[src/rtl/mxint8_quantize_stream_pkg.sv]
// Shared constants for the float32 -> MXINT8 block encoder: field ranges, code points, FSM encoding.
`ifndef BLOCK_SIZE
`define BLOCK_SIZE 32
`endif

package mxint8_quantize_stream_pkg;

    localparam int unsigned FLOAT32_WIDTH        = 32;
    localparam int unsigned FLOAT32_SIGN_BIT     = 31;
    localparam int unsigned FLOAT32_EXP_MSB      = 30;
    localparam int unsigned FLOAT32_EXP_LSB      = 23;
    localparam int unsigned FLOAT32_MANT_MSB     = 22;
    localparam int unsigned FLOAT32_MANT_WIDTH   = 24;

    localparam int unsigned MXINT8_ELEMENT_WIDTH = 8;
    localparam int unsigned SCALE_WIDTH          = 8;
    localparam int unsigned MX_BLOCK_SIZE        = `BLOCK_SIZE;

    localparam logic [SCALE_WIDTH-1:0]          SCALE_NAN     = 8'hFF;
    localparam logic [MXINT8_ELEMENT_WIDTH-1:0] MXINT8_UNUSED = 8'h80;
    localparam logic [MXINT8_ELEMENT_WIDTH-1:0] MXINT8_MAX    = 8'd127;

    // Mantissa alignment: 1.6 fixed point puts the hidden bit 17 positions above the int8 LSB.
    localparam int unsigned QUANT_BASE_SHIFT     = 17;
    localparam int unsigned QUANT_ZERO_SHIFT     = 25;

    localparam logic [1:0] ST_COLLECT = 2'd0;
    localparam logic [1:0] ST_QUANT   = 2'd1;
    localparam logic [1:0] ST_OUT     = 2'd2;

endpackage

[src/rtl/mxint8_quant_elem.sv]
// Combinational quantizer: one float32 against the shared block scale -> int8 element + clamp flag.
module mxint8_quant_elem
    import mxint8_quantize_stream_pkg::*;
(
    input  logic [FLOAT32_WIDTH-1:0]        i_float32,
    input  logic [SCALE_WIDTH-1:0]          i_scale,
    input  logic                            i_nan,
    output logic [MXINT8_ELEMENT_WIDTH-1:0] o_element_c,
    output logic                            o_saturated_c
);

    logic                            w_sign;
    logic [7:0]                      w_exp;
    logic [FLOAT32_MANT_WIDTH-1:0]   w_mant;
    logic [8:0]                      w_d;
    logic [7:0]                      w_pre;
    logic [MXINT8_ELEMENT_WIDTH-1:0] w_q;
    logic [MXINT8_ELEMENT_WIDTH-1:0] w_mag;

    always_comb begin
        w_sign        = i_float32[FLOAT32_SIGN_BIT];
        w_exp         = i_float32[FLOAT32_EXP_MSB:FLOAT32_EXP_LSB];
        w_mant        = {1'b1, i_float32[FLOAT32_MANT_MSB:0]};
        w_d           = 9'(QUANT_BASE_SHIFT) + 9'(i_scale) - 9'(w_exp);
        // Shift by d-1 so the rounding bit lands in bit 0; d in 17..24 keeps this within 8 bits.
        w_pre         = 8'(w_mant >> (w_d[4:0] - 5'd1));
        w_q           = 8'(w_pre[7:1]) + 8'(w_pre[0]);
        w_mag         = '0;
        o_saturated_c = 1'b0;
        o_element_c   = '0;
        if (!i_nan && (w_exp != 8'd0) && (w_exp <= i_scale) && (w_d < 9'(QUANT_ZERO_SHIFT))) begin
            if (w_q > MXINT8_MAX) begin
                w_mag         = MXINT8_MAX;
                o_saturated_c = 1'b1;
            end else begin
                w_mag = w_q;
            end
            o_element_c = w_sign ? 8'(8'd0 - w_mag) : w_mag;
        end
    end

endmodule

[src/rtl/mxint8_quantize_stream.sv]
// Float32 stream -> MXINT8 block encoder: buffers a block, derives the shared scale, quantizes serially.
module mxint8_quantize_stream
    import mxint8_quantize_stream_pkg::*;
#(
    parameter int unsigned BLOCK_SIZE = MX_BLOCK_SIZE,
    parameter int unsigned CNT_WIDTH  = $clog2(BLOCK_SIZE)
) (
    input  logic                                            i_clk,
    input  logic                                            i_rst,
    input  logic [FLOAT32_WIDTH-1:0]                        i_float32,
    input  logic                                            i_valid,
    output logic                                            o_ready,
    output logic [SCALE_WIDTH-1:0]                          o_scale,
    output logic [BLOCK_SIZE-1:0][MXINT8_ELEMENT_WIDTH-1:0] o_mxint8_elements,
    output logic                                            o_valid,
    input  logic                                            i_ready,
    output logic                                            o_saturated,
    output logic                                            o_is_nan
);

    logic [1:0]                      r_state;
    logic [1:0]                      w_state_next;
    logic                            w_ready_next;
    logic                            w_valid_next;
    logic                            w_accept;
    logic                            w_handshake;
    logic                            w_last;
    logic [CNT_WIDTH-1:0]            r_idx;
    logic [7:0]                      r_max_exp;
    logic                            r_nan;
    logic [FLOAT32_WIDTH-1:0]        r_buf [BLOCK_SIZE];
    logic [7:0]                      w_exp_in;
    logic [SCALE_WIDTH-1:0]          w_scale;
    logic [MXINT8_ELEMENT_WIDTH-1:0] w_elem;
    logic                            w_elem_sat;

    assign w_last   = (r_idx == CNT_WIDTH'(BLOCK_SIZE - 1));
    assign w_exp_in = i_float32[FLOAT32_EXP_MSB:FLOAT32_EXP_LSB];
    assign w_scale  = r_nan ? SCALE_NAN : r_max_exp;

    mxint8_quant_elem u_quant_elem (
        .i_float32     (r_buf[r_idx]),
        .i_scale       (w_scale),
        .i_nan         (r_nan),
        .o_element_c   (w_elem),
        .o_saturated_c (w_elem_sat)
    );

    // State register; o_ready/o_valid registered alongside it.
    always_ff @(posedge i_clk or posedge i_rst) begin
        if (i_rst) begin
            r_state <= ST_COLLECT;
            o_ready <= 1'b1;
            o_valid <= 1'b0;
        end else begin
            r_state <= w_state_next;
            o_ready <= w_ready_next;
            o_valid <= w_valid_next;
        end
    end

    // Next state; o_valid lags entry into OUT by one cycle.
    always_comb begin
        w_state_next = r_state;
        w_accept     = 1'b0;
        w_handshake  = 1'b0;
        case (r_state)
            ST_COLLECT: begin
                w_accept = i_valid & o_ready;
                if (w_accept && w_last) w_state_next = ST_QUANT;
            end
            ST_QUANT: begin
                if (w_last) w_state_next = ST_OUT;
            end
            ST_OUT: begin
                w_handshake = o_valid & i_ready;
                if (w_handshake) w_state_next = ST_COLLECT;
            end
            default: w_state_next = ST_COLLECT;
        endcase
        w_ready_next = (w_state_next == ST_COLLECT);
        w_valid_next = (r_state == ST_OUT) && !w_handshake;
    end

    // Input word store; always written before it is read, so no reset needed.
    always_ff @(posedge i_clk) begin
        if (w_accept) r_buf[r_idx] <= i_float32;
    end

    always_ff @(posedge i_clk or posedge i_rst) begin
        if (i_rst) begin
            r_idx             <= '0;
            r_max_exp         <= '0;
            r_nan             <= 1'b0;
            o_scale           <= '0;
            o_mxint8_elements <= '0;
            o_saturated       <= 1'b0;
            o_is_nan          <= 1'b0;
        end else begin
            case (r_state)
                ST_COLLECT: begin
                    if (w_accept) begin
                        r_idx <= w_last ? '0 : CNT_WIDTH'(r_idx + 1'b1);
                        if (w_exp_in > r_max_exp) r_max_exp <= w_exp_in;
                        if (w_exp_in == 8'hFF)    r_nan     <= 1'b1;
                    end
                end
                ST_QUANT: begin
                    r_idx                    <= w_last ? '0 : CNT_WIDTH'(r_idx + 1'b1);
                    o_mxint8_elements[r_idx] <= w_elem;
                    o_scale                  <= w_scale;
                    o_is_nan                 <= r_nan;
                    if (w_elem_sat) o_saturated <= 1'b1;
                end
                ST_OUT: begin
                    if (w_handshake) begin
                        r_idx       <= '0;
                        r_max_exp   <= '0;
                        r_nan       <= 1'b0;
                        o_saturated <= 1'b0;
                        o_is_nan    <= 1'b0;
                    end
                end
                default: r_idx <= '0;
            endcase
        end
    end

endmodule

[config.mk]
export PLATFORM = sky130hd
export DESIGN_NAME = mxint8_quantize_stream
export DESIGN_NICKNAME = d
export VERILOG_FILES = /design/src/rtl/mxint8_quantize_stream_pkg.sv /design/src/rtl/mxint8_quant_elem.sv /design/src/rtl/mxint8_quantize_stream.sv
export SDC_FILE = /design/constraint.sdc
export NUM_CORES = 2
export LEC_CHECK = 0
export CAP_MARGIN = 20
export CORE_MARGIN = 1
export CORE_UTILIZATION = 25
export DETAILED_ROUTE_END_ITERATION = 8
export PLACE_DENSITY = 0.39
export SYNTH_ARGS = -nofsm -noshare
export SYNTH_HDL_FRONTEND = slang
export SYNTH_HIERARCHICAL = 1
export SYNTH_SLANG_ARGS = --single-unit
[constraint.sdc]
create_clock -name i_clk -period 9.95 [get_ports i_clk]
set_input_delay 1.99 -clock i_clk [delete_from_list [all_inputs] [get_ports i_clk]]
set_output_delay 1.99 -clock i_clk [all_outputs]
set_load 0.005 [all_outputs]
==> run metrics <==
commonest non-fill, non-tap cell in the layout edfxtp_1; vias 27440; outcome complete, no violations; final instance area 0.06432 sq mm; Inserted Clock Buffers 150; crit path max fanout 47; Avg Vias per Cell 4.615; initial antenna violation count 5; leakage 22.95 nW; routed wire length 163300 um; R2R cell count 25; Pwr Density 374.9 mW/mm^2; DR WL/cell 27.47 um; count of maximum capacitance violations 0; critical path capture point type flop; post-CTS setup buffer count 0; Synth cell types 85; fmax 112.9 MHz; Area Growth Syn to Fin 22.55%; post-cts resize count 0; root buffer cell clkbuf_16; Initial Utilization 0.2524; GRT Util Overall 0.1540; area occupied by registers 0.03787 sq mm; Crit. Startpoint r_idx[0]; Fill cells 20070; final net count 3118; Core Footprint 0.2079 sq mm; CTS H-tree depth 4; worst slew pin tran 1.034 ns; Multi-input gate area 0.01399 sq mm; share of layout cells above drive strength 1 0.2202; RSZ-0062 raised after global routing false; Ports 304; Crit Path Category flop to flop; worst-skew pair later-pin latency 0.80 ns; crit path time final 8.855 ns; vias in the first global route 28710; Setup crit end o_mxint8_elements[142]; Synth Net Count 2715; Crit Reg-Reg Endpoint o_mxint8_elements[142]; Final Hold Vio Count 0; Final Cycle Share 0.8900; CTS Hold Buffers Added 0; num rows 167; CTS tree built; cells after synthesis 2638; Setup TNS 0 ns; number of enable flip-flop cells after synthesis 1024; clk buf depth 3; synthesis-stage register bit count 1308; most frequent cells in the layout edfxtp_1, clkdlybuf4s50_1, dfrtp_1, mux4_2, mux2_1; DP Wirelength 90760 um; CP Data Arrival Time 9.56 ns; worst hold path class flop to flop; synthesized area 0.05248 sq mm; Final Skew 0.04771 ns; Post-synth top flop edfxtp_1; drt drc 0; Seq/Total Area, Yosys 0.7213; Worst VDD drop 877.2 uV; post-route ant nets 0; First-pass DRT Iterations 5; flop2flop setup slack 1.09 ns; clk sinks 1308; Placed Area 0.05915 sq mm; total power 24.11 mW; die area 0.2118 sq mm; first-pass GRT wire length 229300 um; Die H 460.2 um; largest net degree at the start of global routing 105; Clock Pin Slew Worst Setup and Hold Paths 0.06 ns; ys async rst share 0.2171; Ys Warns 6; Slew headroom 0.3108; chip width 460.2 um; startpoint type of the worst setup path flop; # setup viols final 0; Iter 0 DRT Violations 2008; CP required 10.66 ns; Overflow after GRT 0; synthesized area per cell 19.89 sq um; final hold slack 0.4768 ns; Max Slew Vio Count 0; RR Startpoint r_idx[0]; PortBufs 303; RD Place Congestion 0.7520
## cells by family after synthesis
kind of cell / share of synthesized area
DFF: 0.7213
muxes: 0.1760
and+or+nand+nor: 0.03812
AOI/OAI and AO/OA: 0.03328
buffers and inverters: 0.01779
adders and majority gates: 0.01020
xor gates and xnor gates: 0.003219
## final cells by class
cell class,instances,share of cell area
clock inverter,80,0.01342
antenna,2,0.00007781
multi-input combinational,1150,0.2176
inverter,36,0.002218
timing repair buffer,395,0.06081
sequential,1308,0.5887
clock buffer,187,0.06293
tap,2788,0.05424
## flip-flops by register name (all words and copies together) (netlist names)
name	count
o_is_nan	1
o_saturated	1
o_ready	1
r_state	2
r_max_exp	8
o_valid	1
r_nan	1
o_mxint8_elements	256
r_idx	5
o_scale	8
r_buf	1024
## how the worst min path moves through the flow
| stage | startpoint | endpoint | slack (ns) | cells after the start |
|---|---|---|---|---|
| floorplan | o_scale[4] | o_scale[4] | 0.47 | 2 |
| global placement | o_mxint8_elements[237] | o_mxint8_elements[237] | 0.47 | 1 |
| detailed placement | o_scale[2] | o_scale[2] | 0.47 | 2 |
| CTS | o_scale[2] | o_scale[2] | 0.49 | 2 |
| global route | o_mxint8_elements[108] | o_mxint8_elements[108] | 0.50 | 1 |
| finish | o_scale[0] | o_scale[0] | 0.48 | 2 |
## critical path, cell delays in order, from the launching register on
cell      delay (ns)
dfrtp_4         1.08
mux4_2          0.61
a22oi_1         0.29
nand4_1         0.19
inv_1           0.10
ha_1            0.13
buf_4           0.30
clkinv_1        0.52
ha_1            0.55
nor4b_1         0.21
a221oi_2        0.21
a21oi_2         0.10
xnor2_2         0.74
mux4_2          0.41
a22o_1          0.19
ha_1            0.25
o211a_4         0.19
nor4b_1         0.16
a41o_1          0.31
nor2_1          0.25
ha_1            0.20
inv_1           0.07
o31ai_1         0.32
nand4_1         0.20
a21oi_4         0.84
mux2_1          0.25
## stage by stage
step	util	worst slack [ns]	cells
global placement	0.2845	1.328	5667
finish	0.3094	1.095	5946
floorplan	-	0.1261	2638
CTS	0.3081	1.090	5934
global route	0.3093	0.5013	5944
detailed placement	0.2845	1.159	5667
## layer usage
layer | vias to the layer above | wire length, um | GRT usage
met3 | 222 | 9031 | 0.03131
met1 | 14880 | 76290 | 0.2178
li1 | 11510 | - | -
met2 | 824 | 74370 | 0.2392
met5 | - | 26 | 0
met4 | 4 | 3594 | 0.04127
## Yosys cell counts (8+ instances only)
| library cell | n | share of area |
|---|---|---|
| a21oi_1 | 20 | 0.0019 |
| a22o_1 | 11 | 0.0018 |
| a22oi_1 | 128 | 0.018 |
| buf_1 | 19 | 0.0014 |
| buf_2 | 29 | 0.0028 |
| buf_4 | 19 | 0.0027 |
| buf_6 | 20 | 0.0043 |
| clkbuf_1 | 57 | 0.0041 |
| dfrtp_1 | 283 | 0.13 |
| edfxtp_1 | 1024 | 0.59 |
| ha_1 | 38 | 0.0091 |
| inv_1 | 33 | 0.0024 |
| mux2_1 | 256 | 0.055 |
| mux2i_1 | 41 | 0.0078 |
| mux4_2 | 261 | 0.11 |
| nand2_1 | 79 | 0.0057 |
| nand4_1 | 40 | 0.0048 |
| nor2_1 | 64 | 0.0046 |
| nor2_8 | 26 | 0.0099 |
| nor2b_1 | 8 | 0.00095 |
| nor3_1 | 8 | 0.00076 |
| o21a_1 | 8 | 0.0011 |
| o21ai_0 | 17 | 0.0016 |
| or2_2 | 10 | 0.0012 |
| xnor2_1 | 8 | 0.0013 |
## where the power goes
group	leakage (nW)	switching, mW	internal, mW	total (mW)
Clock	2.40	2.27	3.23	5.51
Combinational	7.41	7.30	4.77	12.1
Sequential	13.1	0.270	6.27	6.54
Total	22.9	9.84	14.3	24.1
Power figures use the tool's default switching activity.
